## config.mk

```make
export PLATFORM = sky130hd
export DESIGN_NAME = operand_fetch
export DESIGN_NICKNAME = d
export VERILOG_FILES = /design/src/rtl/riscv_pkg.sv /design/src/rtl/opfetch_scoreboard.sv /design/src/rtl/operand_fetch.sv
export SDC_FILE = /design/constraint.sdc
export NUM_CORES = 1
export LEC_CHECK = 0
export CORE_ASPECT_RATIO = 0.8
export CORE_MARGIN = 3
export CORE_UTILIZATION = 41
export CTS_CLUSTER_DIAMETER = 200
export DETAILED_ROUTE_END_ITERATION = 10
export MAX_ROUTING_LAYER = met4
export PLACE_DENSITY_LB_ADDON = 0.1
export SETUP_SLACK_MARGIN = 0.2
export SYNTH_ARGS = -nofsm -noshare
export SYNTH_HDL_FRONTEND = slang
export SYNTH_SLANG_ARGS = --single-unit
export TNS_END_PERCENT = 20
```

## constraint.sdc

```tcl
create_clock -name clk -period 6.3 [get_ports clk]
set_input_delay 1.26 -clock clk [delete_from_list [all_inputs] [get_ports clk]]
set_output_delay 1.26 -clock clk [all_outputs]
set_load 0.1 [all_outputs]
```

## src/rtl/riscv_pkg.sv

```systemverilog
// Shared RISC-V core definitions: datapath width, register address width
// and the bit positions of the register fields inside a 32-bit instruction.
// Also provides a one-hot helper used to build register bitmasks.
package riscv_pkg;

  localparam int XLEN       = 32;
  localparam int REG_ADDR_W = 5;
  localparam int NUM_REGS   = 1 << REG_ADDR_W;

  // Register field positions in the raw instruction word.
  localparam int RS1_LSB = 15;
  localparam int RS2_LSB = 20;
  localparam int RD_LSB  = 7;

  typedef logic [REG_ADDR_W-1:0] reg_addr_t;
  typedef logic [NUM_REGS-1:0]   reg_mask_t;

  function automatic reg_mask_t addr_onehot(input reg_addr_t addr);
    reg_mask_t one;
    one = '0;
    one[0] = 1'b1;
    return one << addr;
  endfunction

endpackage

```

## src/rtl/opfetch_scoreboard.sv

```systemverilog
// Pending-write scoreboard for the operand-fetch stage.
// One bit per architectural register, set when a writing instruction issues
// and cleared when it writes back (or when it is flushed from the output slot).
// Bit 0 is hard-wired to 0 because x0 is never written.
//
// Ports:
//   clk, rst                   clock, asynchronous active-high reset
//   i_set_en / i_set_addr      mark a register as pending (issue)
//   i_clr_en / i_clr_addr      writeback clear
//   i_flush_en / i_flush_addr  clear for an instruction discarded by flush
//   i_rs1/rs2/rd_addr          lookup addresses
//   o_rs1/rs2/rd_pend          raw scoreboard bit for each lookup
//   o_sb                       full bitmask
module opfetch_scoreboard
  import riscv_pkg::*;
(
  input  logic      clk,
  input  logic      rst,
  input  logic      i_set_en,
  input  reg_addr_t i_set_addr,
  input  logic      i_clr_en,
  input  reg_addr_t i_clr_addr,
  input  logic      i_flush_en,
  input  reg_addr_t i_flush_addr,
  input  reg_addr_t i_rs1_addr,
  input  reg_addr_t i_rs2_addr,
  input  reg_addr_t i_rd_addr,
  output logic      o_rs1_pend,
  output logic      o_rs2_pend,
  output logic      o_rd_pend,
  output reg_mask_t o_sb
);

  reg_mask_t r_sb;
  reg_mask_t w_set_mask;
  reg_mask_t w_clr_mask;
  reg_mask_t w_sb_next;

  always_comb begin
    w_set_mask = '0;
    w_clr_mask = '0;
    if (i_set_en)   w_set_mask = addr_onehot(i_set_addr);
    if (i_clr_en)   w_clr_mask = w_clr_mask | addr_onehot(i_clr_addr);
    if (i_flush_en) w_clr_mask = w_clr_mask | addr_onehot(i_flush_addr);
    // Set is applied after clear: a newly issued writer is younger than the
    // one retiring in the same cycle, so its pending bit must survive.
    w_sb_next    = (r_sb & ~w_clr_mask) | w_set_mask;
    w_sb_next[0] = 1'b0;
  end

  always_ff @(posedge clk or posedge rst) begin
    if (rst) r_sb <= '0;
    else     r_sb <= w_sb_next;
  end

  assign o_rs1_pend = r_sb[i_rs1_addr];
  assign o_rs2_pend = r_sb[i_rs2_addr];
  assign o_rd_pend  = r_sb[i_rd_addr];
  assign o_sb       = r_sb;

endmodule

```

## src/rtl/operand_fetch.sv

```systemverilog
// Operand-fetch pipeline stage between decode and execute.
// Drives register-file read addresses straight from the instruction fields,
// resolves operands (x0 -> 0, optional writeback bypass, else rf data),
// stalls on RAW/WAW hazards tracked by a pending-write scoreboard, and
// registers the result into a single valid/ready output slot.
//
// Handshake: a transfer happens on a cycle where valid and ready are both 1.
// in_valid/in_ready move a decoded instruction into the slot; out_valid/
// out_ready move the slot into execute. The slot holds steady while
// out_valid && !out_ready.
//
// Build option: OPFETCH_BYPASS_EN enables the writeback bypass mux and lets a
// source whose pending bit retires this cycle issue immediately. Without it,
// a source matching the current writeback stalls one extra cycle.
//
// Ports: clk/rst, decode side (in_*), register file (rf_*), writeback (wb_*),
// flush, execute side (out_*), stall_cnt performance counter.
module operand_fetch
  import riscv_pkg::*;
#(
  parameter int XLEN        = riscv_pkg::XLEN,
  parameter int STALL_CNT_W = 32
) (
  input  logic                   clk,
  input  logic                   rst,
  input  logic                   in_valid,
  output logic                   in_ready,
  input  logic [XLEN-1:0]        in_pc,
  input  logic [31:0]            in_instr,
  input  logic                   in_uses_rs1,
  input  logic                   in_uses_rs2,
  input  logic                   in_rd_we,
  output logic [4:0]             rf_rs1_addr,
  output logic [4:0]             rf_rs2_addr,
  input  logic [XLEN-1:0]        rf_rs1_data,
  input  logic [XLEN-1:0]        rf_rs2_data,
  input  logic                   wb_valid,
  input  logic [4:0]             wb_rd_addr,
  input  logic [XLEN-1:0]        wb_rd_data,
  input  logic                   flush,
  output logic                   out_valid,
  input  logic                   out_ready,
  output logic [XLEN-1:0]        out_pc,
  output logic [31:0]            out_instr,
  output logic [XLEN-1:0]        out_rs1_val,
  output logic [XLEN-1:0]        out_rs2_val,
  output logic [4:0]             out_rd_addr,
  output logic                   out_rd_we,
  output logic [STALL_CNT_W-1:0] stall_cnt
);

  reg_addr_t w_rs1_addr, w_rs2_addr, w_rd_addr;
  logic      w_sb_rs1, w_sb_rs2, w_sb_rd;
  logic      w_wb_hit_rs1, w_wb_hit_rs2;
  logic      w_rs1_pend, w_rs2_pend, w_rd_pend;
  logic      w_hazard, w_in_ready, w_fire;
  logic [XLEN-1:0] w_rs1_val, w_rs2_val;
  reg_mask_t w_sb_unused;

  logic                   r_out_valid;
  logic [XLEN-1:0]        r_out_pc;
  logic [31:0]            r_out_instr;
  logic [XLEN-1:0]        r_out_rs1_val;
  logic [XLEN-1:0]        r_out_rs2_val;
  reg_addr_t              r_out_rd_addr;
  logic                   r_out_rd_we;
  logic [STALL_CNT_W-1:0] r_stall_cnt;

  assign w_rs1_addr  = in_instr[RS1_LSB +: REG_ADDR_W];
  assign w_rs2_addr  = in_instr[RS2_LSB +: REG_ADDR_W];
  assign w_rd_addr   = in_instr[RD_LSB  +: REG_ADDR_W];
  assign rf_rs1_addr = w_rs1_addr;
  assign rf_rs2_addr = w_rs2_addr;

  assign w_wb_hit_rs1 = wb_valid && (wb_rd_addr == w_rs1_addr);
  assign w_wb_hit_rs2 = wb_valid && (wb_rd_addr == w_rs2_addr);

`ifdef OPFETCH_BYPASS_EN
  // The writeback retiring this cycle is forwarded, so it no longer blocks.
  assign w_rs1_pend = in_uses_rs1 && (w_rs1_addr != '0) && w_sb_rs1 && !w_wb_hit_rs1;
  assign w_rs2_pend = in_uses_rs2 && (w_rs2_addr != '0) && w_sb_rs2 && !w_wb_hit_rs2;

  // The rf returns the pre-write value during its write cycle, hence the bypass.
  assign w_rs1_val = (w_rs1_addr == '0) ? '0 : (w_wb_hit_rs1 ? wb_rd_data : rf_rs1_data);
  assign w_rs2_val = (w_rs2_addr == '0) ? '0 : (w_wb_hit_rs2 ? wb_rd_data : rf_rs2_data);
`else
  // No forwarding: wait until the rf holds the written value (one cycle later).
  assign w_rs1_pend = in_uses_rs1 && (w_rs1_addr != '0) && (w_sb_rs1 || w_wb_hit_rs1);
  assign w_rs2_pend = in_uses_rs2 && (w_rs2_addr != '0) && (w_sb_rs2 || w_wb_hit_rs2);

  assign w_rs1_val = (w_rs1_addr == '0) ? '0 : rf_rs1_data;
  assign w_rs2_val = (w_rs2_addr == '0) ? '0 : rf_rs2_data;

  // Writeback data only feeds the bypass mux, absent in this build.
  logic w_unused_wb_data;
  assign w_unused_wb_data = ^wb_rd_data;
`endif

  // WAW: keep at most one outstanding write per register.
  assign w_rd_pend  = in_rd_we && (w_rd_addr != '0) && w_sb_rd;
  assign w_hazard   = w_rs1_pend || w_rs2_pend || w_rd_pend;
  assign w_in_ready = (!r_out_valid || out_ready) && !w_hazard && !flush;
  assign w_fire     = in_valid && w_in_ready;

  opfetch_scoreboard u_scoreboard (
    .clk          (clk),
    .rst          (rst),
    .i_set_en     (w_fire && in_rd_we && (w_rd_addr != '0)),
    .i_set_addr   (w_rd_addr),
    .i_clr_en     (wb_valid),
    .i_clr_addr   (wb_rd_addr),
    .i_flush_en   (flush && r_out_valid && r_out_rd_we),
    .i_flush_addr (r_out_rd_addr),
    .i_rs1_addr   (w_rs1_addr),
    .i_rs2_addr   (w_rs2_addr),
    .i_rd_addr    (w_rd_addr),
    .o_rs1_pend   (w_sb_rs1),
    .o_rs2_pend   (w_sb_rs2),
    .o_rd_pend    (w_sb_rd),
    .o_sb         (w_sb_unused)
  );

  // Output slot. flush blocks in_ready, so it never races a load.
  always_ff @(posedge clk or posedge rst) begin
    if (rst) begin
      r_out_valid   <= 1'b0;
      r_out_pc      <= '0;
      r_out_instr   <= '0;
      r_out_rs1_val <= '0;
      r_out_rs2_val <= '0;
      r_out_rd_addr <= '0;
      r_out_rd_we   <= 1'b0;
    end else if (flush) begin
      r_out_valid <= 1'b0;
    end else if (w_fire) begin
      r_out_valid   <= 1'b1;
      r_out_pc      <= in_pc;
      r_out_instr   <= in_instr;
      r_out_rs1_val <= w_rs1_val;
      r_out_rs2_val <= w_rs2_val;
      r_out_rd_addr <= w_rd_addr;
      r_out_rd_we   <= in_rd_we;
    end else if (out_ready) begin
      r_out_valid <= 1'b0;
    end
  end

  // Saturating hazard-stall counter.
  always_ff @(posedge clk or posedge rst) begin
    if (rst) begin
      r_stall_cnt <= '0;
    end else if (in_valid && w_hazard && !flush && (r_stall_cnt != '1)) begin
      r_stall_cnt <= r_stall_cnt + 1'b1;
    end
  end

  assign in_ready    = w_in_ready;
  assign out_valid   = r_out_valid;
  assign out_pc      = r_out_pc;
  assign out_instr   = r_out_instr;
  assign out_rs1_val = r_out_rs1_val;
  assign out_rs2_val = r_out_rs2_val;
  assign out_rd_addr = r_out_rd_addr;
  assign out_rd_we   = r_out_rd_we;
  assign stall_cnt   = r_stall_cnt;

endmodule
```

==> summary.txt <==
Clock network
  – Total CTS buffers: 17
  – Sink Count: 193
  – CTS Root Cell: clkbuf_16
  – Post_cts resized: 0
  – Hold_buf cts: 0
  – CTS tree: yes
  – CTS max path bufs: 2
  – H-tree Lvls: 4
  – Setup repair bufs after CTS: 0
  – Clock latency on the worst-skew pair: 0.44 ns
  – CTS clk-pin slew, worst paths: 0.08 ns

Route
  – DR DRC count: 0
  – TritonRoute pass-1 iters: 5
  – Via-per-instance ratio: 5.443
  – Top Layer Used: met4
  – Initial DRC Count: 664
  – Wl on met1: 12200 um
  – DR WL met2: 13340 um
  – Routed wl met3: 2875 um
  – Antenna-violating nets left: 0
  – Via Count: 7844
  – DR WL/cell: 20.01 um
  – Routed WL: 28830 um

Hold path
  – Type of the worst min-delay path: reg -> reg
  – Hold Crit Start: stall_cnt[26]
  – Hold Path End: stall_cnt[26]
  – WHS Path Cells: 1

Worst setup path
  – WP buf/inv: 2
  – Critical path cell sequence: clkdlybuf4s50_1, mux4_2, mux2_2, a21o_1, a21oi_1, a41oi_1, nor3_4, nand2_1, nor2_1, buf_12
  – Critical path capture point type: output port
  – Crit path arrival time: 4.22 ns
  – Reg2reg path depth: 8
  – Critical path's largest stage delay: 1.07 ns
  – Reg-to-reg slack, setup: 3.17 ns
  – Crit start category: input pin
  – Worst path slowest cell: clkdlybuf4s50_1
  – Family with the most delay on the worst path: buffers and inverters
  – Reg-to-reg startpoint: u_scoreboard.o_sb[31]
  – R2r endpoint: out_pc[10]
  – CP required: 5.04 ns
  – Setup CP Type: in -> out
  – Worst-path maximum fanout: 19

Layout
  – Area Growth Syn to Fin: 41.48%
  – Finished Cell Area: 13260 um^2
  – Area of the multi-input gates: 3900 um^2
  – FF+latch area: 4830 um^2
  – Fill cell count: 1837
  – Nets: 1302
  – Share of cells above drive strength 1: 13.42%

Die
  – Rows: 48
  – Ports: 352
  – Initial core utilization: 42.54%
  – Die height: 141.3 um
  – Die width: 175.1 um
  – Die Area: 24730 um^2
  – Core Area: 22040 um^2

GRT
  – Vias in the first global route: 7904
  – Overall routing resource usage: 23.82%
  – Total gr overflow: 0
  – Initial antenna violation count: 1
  – Pin count of the biggest net entering global routing: 194
  – First-pass GRT wire length: 44840 um

STA
  – Setup Total Neg Slack: 0 ns
  – Final hold violation count: 0
  – Fin crit period: 5.482 ns
  – Slew Limit Fails: 0
  – Max Clock Skew: 0.01827 ns
  – RSZ-0062 raised after global routing: no
  – Worst Max-Slew Pin Slew: 1.057 ns
  – Count of final setup violators: 0
  – Rel. slew slack: 29.56%
  – Maximum clock rate: 182.4 MHz
  – Final period utilization: 87.02%

Synth
  – Yosys warns: 0
  – FF+latch count, synth: 193
  – Cell area after synthesis: 9375 um^2
  – Yosys cell types: 49
  – Syn_area_per_cell: 10.99 um^2
  – Register area share after synthesis: 51.51%
  – Ys async rst share: 100.0%
  – EDFF count, synth: 0
  – Primary FF master, synth: dfrtp_1
  – Syn Nets: 1028
  – Cells after Synth: 853

Place
  – Post-place instance area: 12690 um^2
  – Post-detail-place hpwl: 20460 um
  – I/O Buffers: 319
  – GP Congestion: 0.9039

Power and ir drop
  – Pwr/cell area: 410.8 nW/um^2
  – Peak VDD IR: 0.2475 mV
  – Cell leakage power: 5.495 nW

Status
  – Outcome: finished, final reports clean

Run
  – Max Cap Violations: 0
## state kept, by name, summed over array words and instances (netlist names)
signal,cells
out_instr,32
out_pc,32
out_rs1_val,32
out_rs2_val,32
stall_cnt,32
u_scoreboard.o_sb,31
out_rd_we,1
out_valid,1
## worst register-to-register path, stage by stage (launching register included)
cell and delay [ns]:
dfrtp_1 0.43, mux4_2 0.50, mux2_2 0.28, a22oi_1 0.16
and4_1 0.20, nor3_1 0.11, nor4_4 0.46, buf_12 0.39
mux2_2 0.48
## layout make-up
class                      count  area share [%]
sequential                   193           36.41
timing repair buffer         331           25.11
inverter                      66           1.896
clock inverter                13           1.066
tap                          300           2.830
clock buffer                  19           3.264
antenna                        1         0.01887
multi-input combinational    518           29.40
## per-layer routing
layer  vias to the layer above  track usage [%]
met4                         0            5.875
met1                      3883            31.16
li1                       3584                -
met2                       341            35.74
met3                        36            8.454
met5                         -                -
## cells in the mapped netlist (all sizes together) (19+ instances only)
| cell | number | share of area [%] |
|---|---|---|
| mux4 | 21 | 5.0 |
| o21ai | 95 | 5.1 |
| clkbuf | 32 | 1.3 |
| nand3 | 95 | 5.2 |
| xor2 | 37 | 3.5 |
| buf | 44 | 3.0 |
| o221ai | 31 | 2.9 |
| nor4 | 20 | 1.5 |
| inv | 66 | 2.6 |
| nand2 | 31 | 1.2 |
| dfrtp | 193 | 52 |
| mux2 | 72 | 8.6 |
| nor3 | 19 | 1.1 |
## cells in the final DEF, fill, tap and decap left out, drive strengths merged, types with 8 or more instances in the layout
| cell type | n |
|---|---|
| xor2 | 37 |
| nand3b | 11 |
| nor2 | 11 |
| buf | 13 |
| o221ai | 31 |
| nand2 | 31 |
| mux4 | 21 |
| mux2 | 72 |
| nor4 | 20 |
| nand3 | 95 |
| clkbuf | 19 |
| nor3 | 19 |
| nand4 | 8 |
| dfrtp | 193 |
| clkdlybuf4s50 | 318 |
| nor2b | 8 |
| inv | 73 |
| o21ai | 95 |
## stage by stage
step                hold slack, ns  std cells  power, W  setup slack (ns)  util, %
detailed placement          0.4749       1408  0.004394            0.8735    57.56
global placement            0.4742       1408  0.004380            0.8880    57.56
floorplan                   0.5421        853  0.003686            0.5297        -
finish                      0.4858       1441  0.005449            0.8177    60.18
CTS                         0.4896       1440  0.005486            0.8657    60.17
global route                0.5126       1441  0.005647            0.6949    60.18
## logic make-up (layout without fill, tap and decap cells)
logic type / after synthesis / count (layout) / share of synthesized area, %
xor gates and xnor gates: 41 / 41 / 3.830
adders and majority gates: 1 / 1 / 0.1334
other: 0 / 1 / 0
AOI/OAI and AO/OA: 137 / 137 / 8.955
muxes: 97 / 97 / 14.12
and+or+nand+nor: 242 / 242 / 14.49
buffers and inverters: 142 / 429 / 6.953
DFF: 193 / 193 / 51.51
## worst max-delay path by stage
stage,start,endpoint,cells past startpoint
3_3_place_gp,in_instr[8],in_ready,10
4_1_cts,in_instr[8],in_ready,10
5_1_grt,in_instr[8],in_ready,10
3_5_place_dp,in_instr[8],in_ready,10
2_1_floorplan,in_instr[7],in_ready,10
6_report,in_instr[8],in_ready,10
## power breakdown
group | internal, W | total (W) | switching [W] | leakage, nW
logic | 0.000651 | 0.00273 | 0.00208 | 2.78
registers | 0.00147 | 0.00164 | 0.000170 | 2.43
clock network | 0.000533 | 0.00108 | 0.000543 | 0.282
total | 0.00265 | 0.00545 | 0.00279 | 5.50
No activity file was read; power rests on OpenSTA's default activity.
==> edit 1 (config.mk and constraints unchanged) <==
The option `OPFETCH_BYPASS_EN` is turned on by a define.
--- a/src/rtl/operand_fetch.sv
+++ b/src/rtl/operand_fetch.sv
@@ -17,2 +17,4 @@
 // flush, execute side (out_*), stall_cnt performance counter.
+`define OPFETCH_BYPASS_EN
+
 module operand_fetch
Check against the original RTL: not equivalent (a bounded check fails within 4 cycles, from zero or initial values and one cycle with rst high).
==> edit 1 against the original RTL <==
First-iteration DRC count up 6.5%; count of clock-buffer cells in the layout down 2; power up 11%; die area up 4.6%; register-to-register slack worse by 0.18 ns; critical path depth down 2; clock power up 7%; synthesized area up 4.8%; worst setup slack better by 0.090 ns; cell area up 6.1%; fmax up 1.7%; sequential cell count unchanged; wire length up 9.6%; cell count up 4.8%; largest power group unchanged.
==> edit 1: results (changes against the original RTL) <==
[route]
wl_met2_um = 14900  ; +11%
drt_wl_total_um = 31600  ; +9.6%
met1_length_um = 13200  ; +8.0%
met3_length_um = 3120  ; +8.6%
dr_total_vias = 8408  ; +7.2%

[yosys]
ys_seq_area_frac = 0.492  ; -0.0236
yosys.area.top_type_share = 0.492  ; -0.0236
yosys.cell_types.count = 52  ; +6.1%
synthCells = 884  ; +3.6%
yosys-top-cells-area = dfrtp_1 (49%), mux2i_1 (6.0%), mux2_1 (4.7%), nand2_1 (3.9%), o31ai_1 (3.8%)

[place]
post-dp-hpwl_um = 22700  ; +11%
dp_cells = 1476  ; +4.8%
numPortBuffers = 351  ; +10%

[grt]
antenna_found_initial = 2  ; +1
use_met1 = 0.319  ; +0.00768
grt_use_met3 = 0.0827  ; -0.00186
grt_pass1_vias = 8217  ; +4.0%
grt.total_usage = 0.246  ; +0.00744
grt_max_degree = 107  ; -45%

[sta]
relSlewSlack = 0.250  ; -0.0460
fin_skew_ns = 0.0164  ; -0.00187 ns

[cells_and_area]
multi_input_gates = 600  ; +16%
fillers = 2002  ; +9.0%
inverters = 6  ; -91%
multi_input_area_share = 0.322  ; +0.0283
buf_share = 0.260  ; +0.00934
drive_gt1_frac = 0.0895  ; -0.0447
num_antenna_cells = 2  ; +1
seq_cells = 193  ; unchanged
final_area_mm2 = 0.0141  ; +6.1%

[pwr]
intPower_mw = 2.89  ; +8.9%
pwr-share-seq = 0.283  ; -0.018
p_leak_nw = 5.73  ; +4.3%

[critical_path]
rr_startpoint = u_scoreboard.o_sb[19]$_DFF_PP0_

[worst_hold_path]
min_from = out_rs1_val[0]$_DFFE_PP0P_
hold-path-endpoint = out_rs1_val[0]$_DFFE_PP0P_

[status]
status = finished, final reports clean

edit 1: cell count changes in the layout (fill, tap and decap cells not counted), sizes merged, moves of 7 or more:
cell / delta
nor2: +17
o41ai: +7
mux2i: +55
nand2: +72
nor4: -11
a22oi: +36
o21ai: -52
mux4: -10
nand3: -70
o31ai: +48
clkdlybuf4s50: +32
inv: -61
edit 1: worst max-delay path by stage:
stage               endpoint          from  slack (ns)  cells past startpoint
global route        in_ready   in_instr[8]        0.79                      9
floorplan           in_ready   in_instr[8]        0.84                      6
finish              in_ready  in_instr[16]        0.91                      8
CTS                 in_ready  in_instr[16]        0.93                      8
global placement    in_ready  in_instr[16]        0.96                      8
detailed placement  in_ready  in_instr[16]        0.93                      8
edit 1: cells by family after synthesis:
logic type,Yosys count,share of synthesized area
buffers and inverters,91,0.0499
AOI/OAI and AO/OA,183,0.140
xor gates and xnor gates,41,0.0366
muxes,137,0.162
and+or+nand+nor,238,0.119
DFF,193,0.492
adders and majority gates,1,0.00127
==> edit 2 (config.mk and constraints unchanged) <==
Without the edit above. Register the output `stall_cnt` once more; this adds one clock of latency there. The other outputs are not delayed to match.
--- a/src/rtl/operand_fetch.sv
+++ b/src/rtl/operand_fetch.sv
@@ -164,3 +164,5 @@
   assign out_rd_we   = r_out_rd_we;
-  assign stall_cnt   = r_stall_cnt;
+  always_ff @(posedge clk) begin
+    stall_cnt <= r_stall_cnt;
+  end
 
Check against the original RTL: not equivalent (a bounded check fails within 4 cycles, from zero or initial values and one cycle with rst high).
==> edit 2 against the original RTL <==
Hold slack worse by 0.087 ns; worst setup slack better by 0.050 ns; wire length is 7.0% higher; clock power is 43% higher; power is 14% higher; synthesized area is 10% higher; utilization is 1.1 points lower; synthesized cell count is 5.0% higher; critical path depth is 1 lower; sequential cell count is 32 higher; die area is 9.9% higher; cell area is 9.5% higher; critical endpoint unchanged; largest cell class unchanged; highest routed layer unchanged.
==> edit 2: results (changes against the original RTL) <==
[cells_and_area]
fillers = 2138  ; +16%
num_antenna_cells = 0  ; -1
nNetsFinal = 1364  ; +4.8%
register_area_mm2 = 0.00547  ; +13%
drive_gt1_frac = 0.0878  ; -0.0464

[yosys]
ys.flop_type = dfrtp_1
ys_async_sr_fraction = 0.858  ; -0.142
synth.net_count = 1071  ; +4.2%
yosys.cell_types.count = 51  ; +4.1%
yosys-top-cells-area = dfrtp_1 (47%), mux2i_1 (7.6%), dfxtp_1 (6.2%), mux2_1 (5.0%), nand2_1 (3.6%)
synth_common_cells = dfrtp_1 (193), nand2_1 (100), mux2i_1 (79)
ys_seq_area_frac = 0.529  ; +0.0140

[grt]
grt_pass1_wl_um = 47800  ; +6.6%
antenna_found_initial = 0  ; -1
grt.total_usage = 0.229  ; -0.00878
grt_max_degree = 145  ; -25%

[worst_hold_path]
min_path_cells = 0  ; -1
min_from = r_stall_cnt[21]$_DFFE_PP0P_
hold-path-endpoint = stall_cnt[21]$_DFF_P_

[place]
numPortBuffers = 319  ; unchanged
place_congestion = 0.923  ; +2.1%
dpl_cell_area_mm2 = 0.0137  ; +7.6%
post-dp-hpwl_um = 22300  ; +9.1%
post-place-ws_ns = 0.855  ; -0.0180 ns

[critical_path]
r2r_end = out_rs1_val[17]$_DFFE_PP0P_
slowest_delay_ns = 0.90  ; -0.17 ns
ff2ff_path_depth = 9  ; +1
cp_data_arrival_time_ns = 4.17  ; -0.05 ns
reg2reg_slack_ns = 2.76  ; -0.41 ns
rr_startpoint = u_scoreboard.o_sb[29]$_DFF_PP0_
critPathLaunch = in_instr[20]
cp_max_fo = 12  ; -7

[sta]
relSlewSlack = 0.289  ; -0.00640
finalCritPeriodShare = 0.862  ; -0.00787
fin_skew_ns = 0.0142  ; -0.00409 ns

[route]
drt_wl_total_um = 30800  ; +7.0%
drtIter0Drc = 509  ; -23%
dr_total_vias = 7965  ; +1.5%

[pwr]
ir_worst_vdd_v = 0.000378  ; +53%
p_leak_nw = 6.32  ; +15%

[clocking]
clk_pin_slew_ns = 0.06  ; -0.02 ns
ctsResizeCount = 0  ; unchanged
clk_path_buf_depth = 3  ; +1
htreeDepth = 1  ; -3
clkLatencyLatePin_ns = 0.51  ; +0.07 ns
cts_buffers = 24  ; +7

[status]
status = finished, final reports clean

## edit 2: cell types whose count changed after synthesis, sizes merged, moves of 32 or more
cell   before  now
o21ai      95   16
mux2i       4   79
nand2      31  100
nand3      95   26
dfxtp       0   32
## edit 2: final cells by class
| cell class | instances | share of cell area |
|---|---|---|
| Timing Repair Buffer | 337 | 0.232 |
| Clock buffer | 35 | 0.0498 |
| Multi-Input combinational cell | 532 | 0.286 |
| Tap cell | 318 | 0.0274 |
| Sequential cell | 225 | 0.377 |
| Clock inverter | 9 | 0.0102 |
| Inverter | 69 | 0.0181 |
## edit 2: cells by family after synthesis
| logic type | after synthesis | share of synthesized area |
|---|---|---|
| AO/OA/AOI/OAI | 82 | 0.0610 |
| multiplexers | 164 | 0.187 |
| AND/OR/NAND/NOR | 244 | 0.118 |
| flip-flops | 225 | 0.529 |
| adder cells (fa/ha/maj) | 1 | 0.00121 |
| XOR/XNOR | 41 | 0.0347 |
| buffers and inverters | 139 | 0.0689 |
## edit 2: where the power goes
group / internal [mW] / switching, mW
clock: 0.959 / 0.578
combinational: 0.673 / 2.16
sequential: 1.70 / 0.172
## edit 2: routing by layer
layer  part of all wire  routed length [µm]  GRT usage  vias to the layer above
met5                  0                   0          -                        -
met1               0.45               13800      0.315                     3883
met3              0.067                2060     0.0416                       45
met4              0.023                 710     0.0510                        0
met2               0.46               14300      0.358                      314
li1                   -                   -          -                     3723
## edit 2: metrics by stage
step	hold slack [ns]	std cells
final	0.399	1525
after global routing	0.424	1525
after CTS	0.407	1525
after detailed placement	0.387	1481
after global placement	0.380	1481
after floorplan	0.367	896
## edit 2: critical path, delay by kind of cell
kind	cells	cell delay (ns)
AO/OA/AOI/OAI	2	0.40
buffers and inverters	2	1.11
multiplexers	2	1.06
AND/OR/NAND/NOR	3	0.34
